File: config.mk
export PLATFORM = sky130hd
export DESIGN_NAME = trap_csr
export DESIGN_NICKNAME = d
export VERILOG_FILES = /design/src/rtl/saratoga_pkg.sv /design/src/rtl/trap_csr_irq_sync.sv /design/src/rtl/trap_csr.sv
export SDC_FILE = /design/constraint.sdc
export NUM_CORES = 1
export LEC_CHECK = 0
export BUFFER_PORTS_ARGS = -buffer_cell sky130_fd_sc_hd__buf_2
export CAP_MARGIN = 20
export CORE_MARGIN = 5
export CORE_UTILIZATION = 50
export DETAILED_ROUTE_END_ITERATION = 8
export HOLD_SLACK_MARGIN = 0.1
export PLACE_DENSITY = 0.83
export REMOVE_ABC_BUFFERS = 1
export SLEW_MARGIN = 20
export SYNTH_ARGS = -nofsm -noshare
export SYNTH_HDL_FRONTEND = slang
export SYNTH_SLANG_ARGS = --single-unit
File: constraint.sdc
create_clock -name clk -period 4.98 [get_ports clk]
set_clock_uncertainty 0.15 [all_clocks]
set_input_delay 0.498 -clock clk [delete_from_list [all_inputs] [get_ports clk]]
set_output_delay 0.498 -clock clk [all_outputs]
set_load 0.02 [all_outputs]
File: src/rtl/saratoga_pkg.sv
// Shared CSR addresses, op encoding, bit indices and writable masks for the
// saratoga machine-mode trap CSR file.
package saratoga_pkg;

    localparam logic [11:0] CSR_MSTATUS  = 12'h300;
    localparam logic [11:0] CSR_MIE      = 12'h304;
    localparam logic [11:0] CSR_MTVEC    = 12'h305;
    localparam logic [11:0] CSR_MSCRATCH = 12'h340;
    localparam logic [11:0] CSR_MEPC     = 12'h341;
    localparam logic [11:0] CSR_MCAUSE   = 12'h342;
    localparam logic [11:0] CSR_MTVAL    = 12'h343;
    localparam logic [11:0] CSR_MIP      = 12'h344;
    localparam logic [11:0] CSR_MHARTID  = 12'hF14;

    typedef enum logic [1:0] {
        CSR_NONE = 2'b00,
        CSR_RW   = 2'b01,
        CSR_RS   = 2'b10,
        CSR_RC   = 2'b11
    } csr_op_t;

    localparam int MSTATUS_MIE  = 3;
    localparam int MSTATUS_MPIE = 7;
    localparam logic [1:0] MSTATUS_MPP = 2'b11;

    localparam int IRQ_MSI = 3;
    localparam int IRQ_MTI = 7;
    localparam int IRQ_MEI = 11;

    localparam int MTVEC_ADDR_BIT_ALIGN = 6;

    localparam logic [31:0] MSTATUS_WMASK = 32'h0000_0088;
    localparam logic [31:0] MIE_WMASK     = 32'h0000_0888;
    localparam logic [31:0] MTVEC_WMASK   = ~((32'h1 << MTVEC_ADDR_BIT_ALIGN) - 32'h1) | 32'h1;
    localparam logic [31:0] MEPC_WMASK    = 32'hFFFF_FFFC;
    localparam logic [31:0] FULL_WMASK    = 32'hFFFF_FFFF;

    function automatic logic [31:0] csr_apply(csr_op_t op, logic [31:0] old, logic [31:0] wdata);
        case (op)
            CSR_RW:  return wdata;
            CSR_RS:  return old | wdata;
            CSR_RC:  return old & ~wdata;
            default: return old;
        endcase
    endfunction

endpackage

File: src/rtl/trap_csr_irq_sync.sv
// N-bit two-flop synchroniser for asynchronous interrupt pins; resets to 0.
module irq_sync #(
    parameter int N = 1
) (
    input  logic         clk,
    input  logic         rst_n,
    input  logic [N-1:0] d,
    output logic [N-1:0] q
);
    logic [N-1:0] meta;

    always_ff @(posedge clk or negedge rst_n) begin
        if (!rst_n) begin
            meta <= '0;
            q    <= '0;
        end else begin
            meta <= d;
            q    <= meta;
        end
    end
endmodule

File: src/rtl/trap_csr.sv
// Machine-mode trap CSR file: CSR read/write, trap capture, MRET stack pop.
// Define TRAP_CSR_IRQ_SYNC_EN to pass irq pins through a 2-flop synchroniser.
module trap_csr
    import saratoga_pkg::*;
#(
    parameter logic [31:0] MTVEC_RESET = 32'h0000_0000,
    parameter logic [31:0] HART_ID     = 32'h0000_0000
) (
    input  logic        clk,
    input  logic        rst_n,
    input  logic        csr_en,
    input  csr_op_t     csr_op,
    input  logic [11:0] csr_addr,
    input  logic [31:0] csr_wdata,
    input  logic        csr_wsuppress,
    output logic [31:0] csr_rdata,
    output logic        csr_hit,
    output logic        csr_ro_fault,
    input  logic        trap_insert,
    input  logic [31:0] trap_epc,
    input  logic [31:0] trap_cause,
    input  logic [31:0] trap_val,
    input  logic        mret,
    input  logic        irq_software,
    input  logic        irq_timer,
    input  logic        irq_external,
    output logic [31:0] interrupts,
    output logic [31:0] mtvec,
    output logic [31:0] mepc
);
    logic        mstatus_mie, mstatus_mpie;
    logic [31:0] mie_r, mtvec_r, mscratch, mepc_r, mcause, mtval;
    logic [31:0] mstatus_val, mip_val, wnew;
    logic [2:0]  irq_pins, irq_q;
    logic        ro_addr, do_write;

    assign irq_pins = {irq_external, irq_timer, irq_software};

`ifdef TRAP_CSR_IRQ_SYNC_EN
    irq_sync #(.N(3)) u_irq_sync (
        .clk   (clk),
        .rst_n (rst_n),
        .d     (irq_pins),
        .q     (irq_q)
    );
`else
    assign irq_q = irq_pins;
`endif

    always_comb begin
        mip_val          = '0;
        mip_val[IRQ_MSI] = irq_q[0];
        mip_val[IRQ_MTI] = irq_q[1];
        mip_val[IRQ_MEI] = irq_q[2];
    end

    assign mstatus_val = {19'b0, MSTATUS_MPP, 3'b0, mstatus_mpie, 3'b0, mstatus_mie, 3'b0};

    always_comb begin
        csr_hit   = 1'b1;
        csr_rdata = '0;
        case (csr_addr)
            CSR_MSTATUS:  csr_rdata = mstatus_val;
            CSR_MIE:      csr_rdata = mie_r;
            CSR_MTVEC:    csr_rdata = mtvec_r;
            CSR_MSCRATCH: csr_rdata = mscratch;
            CSR_MEPC:     csr_rdata = mepc_r;
            CSR_MCAUSE:   csr_rdata = mcause;
            CSR_MTVAL:    csr_rdata = mtval;
            CSR_MIP:      csr_rdata = mip_val;
            CSR_MHARTID:  csr_rdata = HART_ID;
            default:      csr_hit   = 1'b0;
        endcase
    end

    assign ro_addr      = (csr_addr == CSR_MIP) || (csr_addr == CSR_MHARTID);
    assign csr_ro_fault = csr_en & csr_hit & ro_addr & ~csr_wsuppress & (csr_op != CSR_NONE);
    assign do_write     = csr_en & csr_hit & ~ro_addr & ~csr_wsuppress & (csr_op != CSR_NONE);
    assign wnew         = csr_apply(csr_op, csr_rdata, csr_wdata);

    // trap_insert outranks mret outranks CSR write; writes to untouched regs still land
    always_ff @(posedge clk or negedge rst_n) begin
        if (!rst_n) begin
            mstatus_mie  <= 1'b0;
            mstatus_mpie <= 1'b0;
            mie_r        <= '0;
            mtvec_r      <= MTVEC_RESET;
            mscratch     <= '0;
            mepc_r       <= '0;
            mcause       <= '0;
            mtval        <= '0;
        end else begin
            if (trap_insert) begin
                mstatus_mpie <= mstatus_mie;
                mstatus_mie  <= 1'b0;
            end else if (mret) begin
                mstatus_mie  <= mstatus_mpie;
                mstatus_mpie <= 1'b1;
            end else if (do_write && csr_addr == CSR_MSTATUS) begin
                mstatus_mie  <= wnew[MSTATUS_MIE];
                mstatus_mpie <= wnew[MSTATUS_MPIE];
            end

            if (trap_insert) begin
                mepc_r <= trap_epc & MEPC_WMASK;
                mcause <= trap_cause;
                mtval  <= trap_val;
            end else if (do_write) begin
                if (csr_addr == CSR_MEPC)   mepc_r <= wnew & MEPC_WMASK;
                if (csr_addr == CSR_MCAUSE) mcause <= wnew & FULL_WMASK;
                if (csr_addr == CSR_MTVAL)  mtval  <= wnew & FULL_WMASK;
            end

            if (do_write && csr_addr == CSR_MIE)      mie_r    <= wnew & MIE_WMASK;
            if (do_write && csr_addr == CSR_MTVEC)    mtvec_r  <= wnew & MTVEC_WMASK;
            if (do_write && csr_addr == CSR_MSCRATCH) mscratch <= wnew & FULL_WMASK;
        end
    end

    assign interrupts = {32{mstatus_mie}} & mip_val & mie_r;
    assign mtvec      = mtvec_r;
    assign mepc       = mepc_r;
endmodule
# ---- Yosys cells after proc, flatten, opt, wreduce, memory -nomap -nowiden
# Index checks and enable logic that the tools add are counted.
dict set report classes {
  eq_ne 12
  muxes 18
  bitwise_logic 14
  n_reduce_logical 15
}
# operator count
set op_table {}
lappend op_table {{2-to-1 mux 32 bit} 9}
lappend op_table {{case mux 32 bit (8 select lines)} 1}
lappend op_table {{equality test 12 x 10 -> 1 bit, second input constant} 8}
lappend op_table {{case mux 32 bit (3 select lines)} 1}
lappend op_table {{AND 32 x 12 -> 32 bit} 2}
lappend op_table {{AND 32 bit} 1}
lappend op_table {{NOT 32 bit} 1}
lappend op_table {{OR 32 bit} 1}
lappend op_table {{equality test 12 bit, second input constant} 1}
lappend op_table {{nonzero test 2 bit} 5}
lappend op_table {{OR reduction 9 bit} 1}
lappend op_table {{AND 1 bit} 7}
lappend op_table {{2-to-1 mux 1 bit} 7}
lappend op_table {{AND reduction 2 bit} 3}
lappend op_table {{equality test 2 bit, second input constant} 2}
lappend op_table {{logical AND 1 bit} 4}
lappend op_table {{nonzero test 3 bit} 1}
lappend op_table {{equality test 2 x 1 -> 1 bit, second input constant} 1}
lappend op_table {{NOT 1 bit} 2}
lappend op_table {{logical OR 1 bit} 1}
dict set report totals {
  regBits 160
  input_bits 151
  output_inout_bits 130
  word_cells 67
}

# ---- Longest topological paths before layout
# Gate-level depths: netlist of run 1.
dict set report depth {
  ltp_word 11
  depth_mapped 9
  mapped_depth_nobuf 6
}

# ---- Least setup slack after synthesis of run 1
# No wires, ideal clock.
dict set report synth_path {
  kind {input -> output}
  from {input csr_addr[0]}
  to {output csr_ro_fault}
  arrival_time_ps 2355
  required_time_ps 4332
  path_slack_ps 1977
  path_stages 5
  n_path_buf 2
  cell_sequence {clkbuf_1 -> buf_2 -> or4b_2 -> or4_1 -> nor2_1}
}
dict set report synth_via {
  elab_chain_cells 7
  word_cells_on_any_way 16
  classes_between {eq/ne (9); mux (1); bitwise (4); reduce/logical (2)}
}
# element line
set synth_rtl {}
lappend synth_rtl {{start, declared} trap_csr.sv:13} ;# input logic [11:0] csr_addr,
lappend synth_rtl {{equality test 12 x 10 -> 1 bit, or another cell as far along} {trap_csr.sv:62, trap_csr.sv:76}}
lappend synth_rtl {{OR reduction 9 bit (no source line)} n/a}
lappend synth_rtl {{2-to-1 mux 1 bit} trap_csr.sv:62} ;# case (csr_addr)
lappend synth_rtl {{AND 1 bit} trap_csr.sv:77} ;# assign csr_ro_fault = csr_en & csr_hit & ro_addr & ~csr_wsuppress & (csr_op != CSR_NONE);
lappend synth_rtl {{AND 1 bit (*) (3 in series)} trap_csr.sv:77}
lappend synth_rtl {{end, declared} trap_csr.sv:18} ;# output logic csr_ro_fault,
# Mark *: on every way between the ends. The rest lies on a longest branch, timed or not.

# ---- Worst setup path after layout of run 1
dict set report layout_path {
  from {input csr_addr[5]}
  to {output csr_rdata[11]}
}
dict set report layout_via {
  elab_chain_cells 2
  word_cells_on_any_way 9
  classes_between {eq/ne (8); mux (1)}
}
# element line
set layout_rtl {}
lappend layout_rtl {{equality test 12 x 10 -> 1 bit} trap_csr.sv:62}
lappend layout_rtl {{case mux 32 bit (8 select lines) (*)} trap_csr.sv:62}
lappend layout_rtl {{end, declared} trap_csr.sv:16} ;# output logic [31:0] csr_rdata,
# Marked as above.

==> flow_summary_export.csv, run 1 <==
group,metric,value,unit
power_and_ir_drop,vdd_drop_max,0.0002453,V
synthesis,syn_area_per_cell,9.375,um^2
power_and_ir_drop,p_int,0.002393,W
drt,viasPerCell,6.133,
power_and_ir_drop,p_leak,5.550,nW
grt,grt_pass1_wl,49000,um
final_layout,fillers,1569,
power_and_ir_drop,sw_frac_of_total,0.2657,
power_and_ir_drop,p_per_area,290.2,nW/um^2
final_layout,final_nets,1350,
final_layout,final_common_cell,"buf_2",
timing,post-route-period-util,0.7118,
worst_setup_path,cp.required,4.33,ns
synthesis,syn-cell-area,9384,um^2
worst_setup_path,crit_chain,"buf_2 -> or4_1 -> nor4_4 -> a22oi_1 -> o211ai_1 -> buf_2",
die,initial_utilization,0.5051,
cts,cts_tree,"yes",
synthesis,yosys.cell_types.count,63,
timing,tightest_slew,1.193,ns
cts,clkTransAtPathRegs,0.06,ns
run,maxCapViolCount,0,
die,chipWidth,147.0,um
worst_setup_path,cp.arrival,2.90,ns
worst_setup_path,cp-start-kind,"primary input",
worst_hold_path,hold_path.class,"primary input to flop",
cts,cts_max_level,4,
placement,dp_cells,1413,
die,fp-row-count,50,
power_and_ir_drop,power_frac_seq,0.429,
timing,finalHoldViolCount,0,
worst_setup_path,critPathKind,"primary input to output port",
power_and_ir_drop,p_comb_frac,0.154,
power_and_ir_drop,power_switching,0.0008659,W
final_layout,area_growth,19.69,%
synthesis,ys_warn_count,0,
power_and_ir_drop,finalPower,0.003259,W
placement,gp_congestion,0.8528,
drt,vias,8887,
drt,drt_pass1_iterations,5,
cts,clock_sinks,158,
final_layout,drive_gt1_frac,0.2992,
cts,numCtsBuffers,17,
timing,max_freq,282.1,MHz
die,die_area,21610,um^2
final_layout,final_util,0.6045,
drt,dr.first_iter.drc_count,755,
synthesis,async_reset_ff_frac,1.000,
timing,finalMaxSlewViolations,0,
timing,slew_headroom,0.2048,
drt,drt-total-wl,31850,um
cts,root_buffer,"clkbuf_16",
timing,setup_slack,1.435,ns
die,fp.coreArea,18580,um^2
worst_setup_path,max_stage_delay,0.88,ns
timing,rsz0062_at_grt,"no",
timing,setup_viol,0,
placement,pre_cts_ws,1.432,ns
drt,wl_per_cell,21.98,um
timing,timing.setup.tns,0,ns
worst_setup_path,cp-end-kind,"output port",
cts,cts_buffer_depth,2,
die,dieHeight,147.0,um
synthesis,ys.flop_type,"dfrtp_1",
cts,clk_latency,0.43,ns
placement,dp_hpwl,21200,um
final_layout,final_cell_mix,"buf_2, dfrtp_1, nand2_1",
grt,grt_overflow_total,0,
timing,period_needed,3.545,ns
worst_setup_path,rrSetupSlack,2.72,ns
synthesis,synth_edf_count,0,
power_and_ir_drop,p_clk_frac,0.417,
synthesis,synth_seq_area_share,0.4213,
drt,drcViolationCount,0,
drt,antenna_left,0,
worst_setup_path,crit_path_max_fanout,10,
grt,grt_pass1_vias,8956,
synthesis,ys_ff_latch,158,
grt,grt_max_degree,95,
grt,track_usage,0.2872,
final_layout,instances_no_fill,1449,
worst_setup_path,cpMostUsedCell,"buf_2",
worst_setup_path,cpMaxStageDelayCell,"nor4_4",
grt,antenna_found_initial,5,
outcome,outcome,"finished clean",
die,io_pins,281,
synthesis,syn_inst,1001,
placement,io_buffer_count,242,
==> worst paths after layout <==
| check | from | endpoint | depth (start not counted) |
|---|---|---|---|
| min in group asynchronous | rst_n | mepc[24] | 2 |
| max in group asynchronous | rst_n | mcause[2] | 3 |
| worst max-delay path | csr_addr[5] | csr_rdata[11] | 6 |
| worst min-delay path | trap_epc[15] | mepc[15] | 3 |
| worst max register to register | mepc[14] | mepc[14] | 6 |
| worst min register to register | mscratch[21] | mscratch[21] | 2 |
==> repair_timing <==
| item | CTS | global route |
|---|---|---|
| hold buffers | 1 | 0 |
| setup endpoints to repair | 0 | 0 |
| buffers inserted | 0 | 0 |
| endpoints found under the hold margin | 92 | 0 |
| resized for setup | 0 | 0 |
==> cells by family (layout without fill, tap and decap cells) <==
| kind of cell | Yosys count | count (layout) | share of synthesized area |
|---|---|---|---|
| AOI/OAI and AO/OA | 302 | 302 | 0.2088 |
| xor gates and xnor gates | 29 | 29 | 0.02707 |
| buffers and inverters | 146 | 320 | 0.07493 |
| DFF | 158 | 158 | 0.4213 |
| muxes | 67 | 67 | 0.09747 |
| other | 1 | 41 | 0.0003996 |
| and+or+nand+nor | 298 | 298 | 0.1700 |
==> stage by stage <==
step | hold slack, ns | area [um^2]
after CTS | 0.1261 | 11220
after global routing | 0.1325 | 11230
final | 0.1321 | 11230
after global placement | 0.3035 | 10610
after floorplan | 0.05241 | 8899
after detailed placement | 0.3167 | 10610
==> power by group through the flow <==
stage	registers (W)	clock network [W]	logic [W]
global placement	0.00142	0	0.000484
finish	0.00140	0.00136	0.000502
floorplan	0.00143	0	0.000240
global route	0.00141	0.00142	0.000544
CTS	0.00140	0.00137	0.000498
detailed placement	0.00142	0	0.000496
==> layer usage <==
metal / track usage / up-vias / routed length (um)
li1: - / 3975 / -
met1: 0.3837 / 4340 / 12770
met4: 0.1090 / 0 / 958
met5: 0 / - / 0
met2: 0.4683 / 497 / 15310
met3: 0.05305 / 75 / 2812
==> state kept, by name, indices dropped and copies added, names as in the netlist <==
signal        flops
mcause           32
mscratch         32
mtval            32
mepc             30
mtvec            27
mie_r             3
mstatus_mie       1
mstatus_mpie      1
==> cell type report <==
class | count | area, um^2 | area share
Inverter | 23 | 86.33 | 0.007686
Antenna cell | 5 | 12.51 | 0.001114
Sequential cell | 158 | 3954 | 0.3520
Timing Repair Buffer | 267 | 1410 | 0.1255
Clock inverter | 6 | 107.6 | 0.009580
Multi-Input combinational cell | 732 | 4877 | 0.4342
Tap cell | 234 | 292.8 | 0.02607
Clock buffer | 24 | 491.7 | 0.04378
==> synth_stat cells, types with 23 or more instances <==
cell type	number	area, um^2
a221o_1	24	240.2
nand2_1	109	409.1
nor2_1	42	157.7
and3_1	58	362.9
mux2_2	35	394.1
o21ai_0	92	460.4
a21oi_1	79	395.4
buf_4	36	270.3
dfrtp_1	158	3954
xnor2_1	29	254.0
inv_1	23	86.33
clkbuf_1	68	255.2
==> critical path, delay by kind of cell <==
kind	cells	cell delay [ns]
AND/OR/NAND/NOR	2	1.65
buffers and inverters	2	0.34
AO/OA/AOI/OAI	2	0.40
No activity file was read; power rests on OpenSTA's default activity.
==> run 2: changes to the inputs <==
--- a/config.mk
+++ b/config.mk
@@ -5,13 +5,14 @@
 export SDC_FILE = /design/constraint.sdc
 export NUM_CORES = 1
 export LEC_CHECK = 0
+export ABC_AREA = 1
 export BUFFER_PORTS_ARGS = -buffer_cell sky130_fd_sc_hd__buf_2
 export CAP_MARGIN = 20
 export CORE_MARGIN = 5
 export CORE_UTILIZATION = 50
 export DETAILED_ROUTE_END_ITERATION = 8
 export HOLD_SLACK_MARGIN = 0.1
-export PLACE_DENSITY = 0.83
+export PLACE_DENSITY = 0.82
 export REMOVE_ABC_BUFFERS = 1
 export SLEW_MARGIN = 20
 export SYNTH_ARGS = -nofsm -noshare
==> constraint.sdc (replaced) <==
create_clock -name clk -period 3.34 [get_ports clk]
set_clock_uncertainty 0.15 [all_clocks]
set_input_delay 0.334 -clock clk [delete_from_list [all_inputs] [get_ports clk]]
set_output_delay 0.334 -clock clk [all_outputs]
set_load 0.02 [all_outputs]
==> flow_summary_export.csv, run 2 <==
group,metric,value,unit
outcome,outcome,"finished clean",
die,initial_utilization,0.5059,
worst_hold_path,worstHoldStart,"trap_epc[27]",
timing,rsz0062_at_grt,"no",
power_and_ir_drop,power_frac_seq,0.452,
synthesis,syn-cell-area,9782,um^2
worst_hold_path,hold_path.class,"primary input to flop",
worst_setup_path,cp.required,2.86,ns
worst_setup_path,ff2ff_path_depth,8,
cts,root_buffer,"clkbuf_16",
timing,finalMaxSlewViolations,0,
placement,dp_cells,1876,
drt,antenna_left,0,
cts,clkTransAtPathRegs,0.06,ns
synthesis,ys.flop_type,"dfrtp_1",
timing,tightest_slew,0.8469,ns
synthesis,synth_seq_area_share,0.4042,
worst_setup_path,crit_path_max_fanout,38,
timing,post-route-period-util,0.8590,
run,maxCapViolCount,0,
drt,dr.first_iter.drc_count,1010,
power_and_ir_drop,vdd_drop_max,0.0003412,V
power_and_ir_drop,power_switching,0.001335,W
final_layout,drive_gt1_frac,0.2047,
worst_hold_path,hold_depth,5,
final_layout,area_growth,25.45,%
grt,grt_overflow_total,0,
placement,io_buffer_count,242,
synthesis,synth_most_common_cell,"nand2_1",
timing,finalHoldViolCount,0,
worst_setup_path,r2r-start,"mstatus_mie",
synthesis,synth_top_area_share,0.4042,
die,io_pins,281,
cts,cts_buffer_depth,2,
timing,setup_viol,0,
power_and_ir_drop,p_leak,6.875,nW
final_layout,diodes,0,
final_layout,final_nets,1868,
synthesis,syn_inst,1429,
power_and_ir_drop,p_comb_frac,0.160,
grt,grt_max_degree,74,
grt,track_usage,0.3057,
worst_setup_path,r2r-end,"mtval[3]",
placement,gp_congestion,0.8561,
final_layout,final_common_cell,"nand2_1",
timing,max_freq,348.6,MHz
die,fp-row-count,51,
drt,vias,10640,
worst_setup_path,critPathKind,"primary input to output port",
cts,cts_setup_buffers,0,
die,dieHeight,149.9,um
timing,timing.setup.tns,0,ns
worst_setup_path,cp-start-kind,"primary input",
synthesis,ys_warn_count,0,
cts,post_cts_resized,0,
power_and_ir_drop,p_clk_frac,0.388,
grt,grt_pass1_vias,10070,
synthesis,syn_area_per_cell,6.845,um^2
cts,clock_sinks,158,
final_layout,fillers,1712,
die,die_area,22460,um^2
final_layout,largest_registers,"mcause x32, mscratch x32, mtval x32",
die,fp.coreArea,19330,um^2
cts,clk_latency,0.42,ns
drt,wl_per_cell,17.31,um
grt,antenna_found_initial,1,
synthesis,yosys.cell_types.count,30,
timing,period_needed,2.869,ns
drt,drt-total-wl,34520,um
cts,cts_hold_buf,87,
drt,viasPerCell,5.335,
worst_setup_path,cpMaxStageDelayCell,"buf_4",
synthesis,ys_ff_latch,158,
worst_setup_path,crit_chain,"buf_2 -> nor2_1 -> nand2_2 -> nor2_4 -> buf_4 -> buf_4 -> nand2_2 -> o21ai_0 -> or2_2 -> buf_2",
final_layout,final_util,0.6347,
synthesis,synth_edf_count,0,
placement,dp_hpwl,21310,um
cts,numCtsBuffers,17,
synthesis,yosysTopAreaCell,"dfrtp_1",
final_layout,instances_no_fill,1994,
grt,grt_pass1_wl,53340,um
worst_setup_path,cp-end-kind,"output port",
synthesis,synth_common_cells,"nand2_1, nand3_1, dfrtp_1",
drt,drt_pass1_iterations,7,
placement,pre_cts_ws,0.3486,ns
timing,slew_headroom,0.4346,
timing,setup_slack,0.4710,ns
power_and_ir_drop,p_int,0.003293,W
worst_setup_path,rrSetupSlack,1.87,ns
power_and_ir_drop,p_per_area,377.1,nW/um^2
drt,drcViolationCount,0,
cts,cts_max_level,4,
worst_setup_path,max_stage_delay,0.41,ns
cts,cts_tree,"yes",
die,chipWidth,149.9,um
worst_setup_path,cp.arrival,2.39,ns
power_and_ir_drop,sw_frac_of_total,0.2884,
synthesis,async_reset_ff_frac,1.000,
worst_hold_path,holdPathEnd,"mepc[27]",
synthesis,synth_area_leaders,"dfrtp_1, nand2_1, nand3_1",
final_layout,final_cell_mix,"nand2_1, buf_2, nand3_1",
timing,hold_ws,0.1078,ns
[run 2: cell count changes after synthesis, moves of 19 or more]
cell	before	now
o21ai_0	92	54
xnor2_1	29	0
nand2_1	109	574
inv_1	23	101
nor2_1	42	77
and3_1	58	0
nand2_2	0	19
a21oi_1	79	27
clkbuf_1	68	20
mux2_2	35	0
nand3_1	5	236
a221o_1	24	0
[run 2: worst max-delay path by stage]
stage / slack, ns / to / startpoint
finish: 0.47 / csr_rdata[4] / csr_addr[11]
global route: 0.34 / csr_rdata[4] / csr_addr[5]
CTS: 0.50 / csr_rdata[4] / csr_addr[11]
detailed placement: 0.35 / mepc[16] / csr_addr[11]
global placement: 0.40 / mepc[19] / csr_addr[11]
floorplan: 0.33 / mtval[0] / trap_insert
[run 2: cell type report]
type / instances / area (um^2) / share of cell area
timing repair buffer: 345 / 2236 / 0.1822
tap: 265 / 331.6 / 0.02702
clock inverter: 10 / 65.06 / 0.005302
clock buffer: 21 / 470.5 / 0.03834
multi-input combinational: 1079 / 4772 / 0.3889
inverter: 116 / 442.9 / 0.03609
sequential: 158 / 3954 / 0.3222
[run 2: layer usage]
layer | track usage | vias to the layer above | part of all wire
met5 | 0 | - | 0.00058
met4 | 0.1116 | 2 | 0.030
met3 | 0.06269 | 94 | 0.11
met2 | 0.5093 | 634 | 0.47
met1 | 0.3944 | 4912 | 0.39
li1 | - | 4995 | -
[run 2: power by group through the flow]
stage          registers, W  clock network (W)  logic [W]
6_report            0.00209            0.00180   0.000739
2_1_floorplan       0.00216                  0   0.000304
3_5_place_dp        0.00212                  0   0.000648
4_1_cts             0.00209            0.00182   0.000729
3_3_place_gp        0.00212                  0   0.000635
5_1_grt             0.00210            0.00190   0.000813
[run 2: cell families (layout without fill, tap and decap cells)]
logic type             count (synthesis)  after routing  share of synthesized area
flip-flops                           158            158                     0.4042
AND/OR/NAND/NOR                      938            938                     0.4184
buffers and inverters                227            492                     0.1214
other                                  1             36                  0.0003834
AO/OA/AOI/OAI                        105            105                    0.05564
[run 2: per-stage QoR]
step                cell area (um^2)  power, W
CTS                            12270  0.004639
global placement               10870  0.002755
detailed placement             10870  0.002771
global route                   12270  0.004812
finish                         12270  0.004628
floorplan                       9166  0.002460
[run 2: worst max-delay path: cells and delay by family]
kind,cells,cell delay [ns]
buf+inv,4,0.86
simple gates,5,0.86
compound gates,1,0.31
==> run 3: changes to the inputs <==
--- a/config.mk
+++ b/config.mk
@@ -11,7 +11,7 @@
 export CORE_MARGIN = 5
 export CORE_UTILIZATION = 50
 export DETAILED_ROUTE_END_ITERATION = 8
-export HOLD_SLACK_MARGIN = 0.1
+export GPL_TIMING_DRIVEN = 0
 export PLACE_DENSITY = 0.82
 export REMOVE_ABC_BUFFERS = 1
 export SLEW_MARGIN = 20
==> flow_summary_export.csv, run 3 (synthesis gave the netlist of run 2 again) <==
group,metric,value,unit
worst_setup_path,r2r-start,"mstatus_mie",
cts,cts_buffer_depth,2,
timing,tightest_slew,1.115,ns
final_layout,area_growth,23.37,%
run,maxCapViolCount,0,
final_layout,instances_no_fill,1962,
final_layout,largest_registers,"mcause x32, mscratch x32, mtval x32",
die,fp-row-count,51,
cts,cts_max_level,4,
grt,grt_overflow_total,0,
timing,period_needed,3.119,ns
grt,grt_pass1_wl,53210,um
worst_setup_path,cpMaxStageDelayCell,"nand2_4",
drt,drt-total-wl,34620,um
worst_setup_path,crit_chain,"buf_2 -> nor2_1 -> nand2_2 -> nor2_4 -> buf_12 -> nand2_2 -> clkinv_2 -> nor2_4 -> nand2_8 -> nand3_4 -> nand2_4 -> inv_2 -> nand2_1 -> nand3_1",
worst_setup_path,crit_end,"mepc[21]",
drt,viasPerCell,5.388,
worst_setup_path,r2r-end,"mcause[3]",
placement,dp_cells,1864,
drt,wl_per_cell,17.65,um
placement,gp_congestion,0.8228,
grt,track_usage,0.3050,
timing,finalHoldViolCount,0,
die,initial_utilization,0.5059,
timing,setup_viol,0,
timing,max_freq,320.6,MHz
die,die_area,22460,um^2
cts,clock_sinks,158,
worst_setup_path,path_buf_inv,4,
worst_setup_path,cp.arrival,3.27,ns
timing,finalMaxSlewViolations,0,
final_layout,final_nets,1837,
grt,grt_pass1_vias,10150,
worst_setup_path,cp-end-kind,"flop",
power_and_ir_drop,vdd_drop_max,0.0003406,V
timing,setup_slack,0.2205,ns
timing,slew_headroom,0.2562,
final_layout,final_common_cell,"nand2_1",
worst_setup_path,rrSetupSlack,1.89,ns
die,io_pins,281,
drt,vias,10570,
grt,antenna_found_initial,1,
worst_setup_path,cp-start-kind,"primary input",
outcome,outcome,"finished clean",
final_layout,diodes,0,
drt,drt_pass1_iterations,6,
worst_setup_path,cp.depth,14,
power_and_ir_drop,p_per_area,391.1,nW/um^2
placement,pre_cts_ws,-0.4862,ns
die,chipWidth,149.9,um
worst_hold_path,hold_path.class,"primary input to flop",
worst_setup_path,critPathTopFamily,"simple AND/OR/NAND/NOR gates",
worst_setup_path,ff2ff_path_depth,8,
final_layout,drive_gt1_frac,0.2033,
final_layout,final_cell_mix,"nand2_1, buf_2, nand3_1",
power_and_ir_drop,p_leak,6.745,nW
worst_setup_path,critPathKind,"primary input to flop",
cts,clkTransAtPathRegs,0.06,ns
final_layout,final_util,0.6242,
drt,antenna_left,0,
placement,place_area,10830,um^2
worst_setup_path,cp.required,3.49,ns
cts,numCtsBuffers,17,
drt,drcViolationCount,0,
timing,post-route-period-util,0.9340,
cts,root_buffer,"clkbuf_16",
grt,grt_max_degree,92,
cts,cts_tree,"yes",
die,fp.coreArea,19330,um^2
placement,io_buffer_count,242,
die,dieHeight,149.9,um
cts,clk_latency,0.42,ns
drt,dr.first_iter.drc_count,866,
final_layout,postLayoutCellArea,12070,um^2
worst_setup_path,cp-startpoint,"csr_addr[11]",
worst_setup_path,max_stage_delay,0.39,ns
timing,rsz0062_at_grt,"no",
worst_setup_path,crit_path_max_fanout,29,
placement,dp_hpwl,20890,um
-- run 3: through the flow --
stage | total power (W) | hold slack (ns) | TNS [ns]
2_1_floorplan | 0.002460 | -0.1116 | 0
3_3_place_gp | 0.002745 | 0.3042 | -372.31
3_5_place_dp | 0.002772 | 0.1778 | -37.71
4_1_cts | 0.004723 | 0.003547 | 0
5_1_grt | 0.004895 | 0.01348 | 0
6_report | 0.004720 | 0.01668 | 0
-- run 3: per-layer routing --
layer	routed length (um)	part of all wire	vias to the layer above	global-route usage
met5	13	0.00038	-	0
met4	900	0.026	2	0.1157
met3	3344	0.097	76	0.04694
met2	16800	0.49	607	0.5193
met1	13570	0.39	4943	0.3921
li1	-	-	4944	-
-- run 3: layout make-up --
type	count	area [um^2]
well taps	265	331.6
fillers	1755	7267
repair buffers	312	1987
inverters	116	447.9
clock buffers	20	446.7
multi-input cells	1081	4785
flip-flops and latches	158	3954
clock inverters	10	116.4
-- run 3: where the power goes --
| part | leakage [nW] | internal (W) | switching (W) | total [W] |
|---|---|---|---|---|
| registers | 1.99 | 0.00202 | 0.0000712 | 0.00209 |
| logic | 4.49 | 0.000256 | 0.000463 | 0.000719 |
| clock network | 0.260 | 0.00111 | 0.000797 | 0.00191 |
| total | 6.74 | 0.00339 | 0.00133 | 0.00472 |
-- run 3: how the worst min path moves through the flow --
stage / endpoint / cells after the start / start
floorplan: mcause[0] / 0 / rst_n
global placement: mscratch[1] / 2 / mscratch[1]
detailed placement: mcause[19] / 1 / rst_n
CTS: mtval[24] / 3 / trap_val[24]
global route: mtval[5] / 3 / trap_val[5]
finish: mtval[8] / 3 / trap_val[8]
-- run 3: tightest hold or removal path, cell delays in order --
cell,delay (ns)
buf_2,0.09
nand2_1,0.05
nand3_1,0.08
-- run 3: repair_timing --
item / CTS / global route
hold endpoints to repair: 132 / 0
pin swaps: 1 / 1
hold buffers: 66 / 0
cloned: 1 / 1
endpoints found under the setup margin: 14 / 42
gates resized for setup: 0 / 2
buffers inserted: 0 / 0
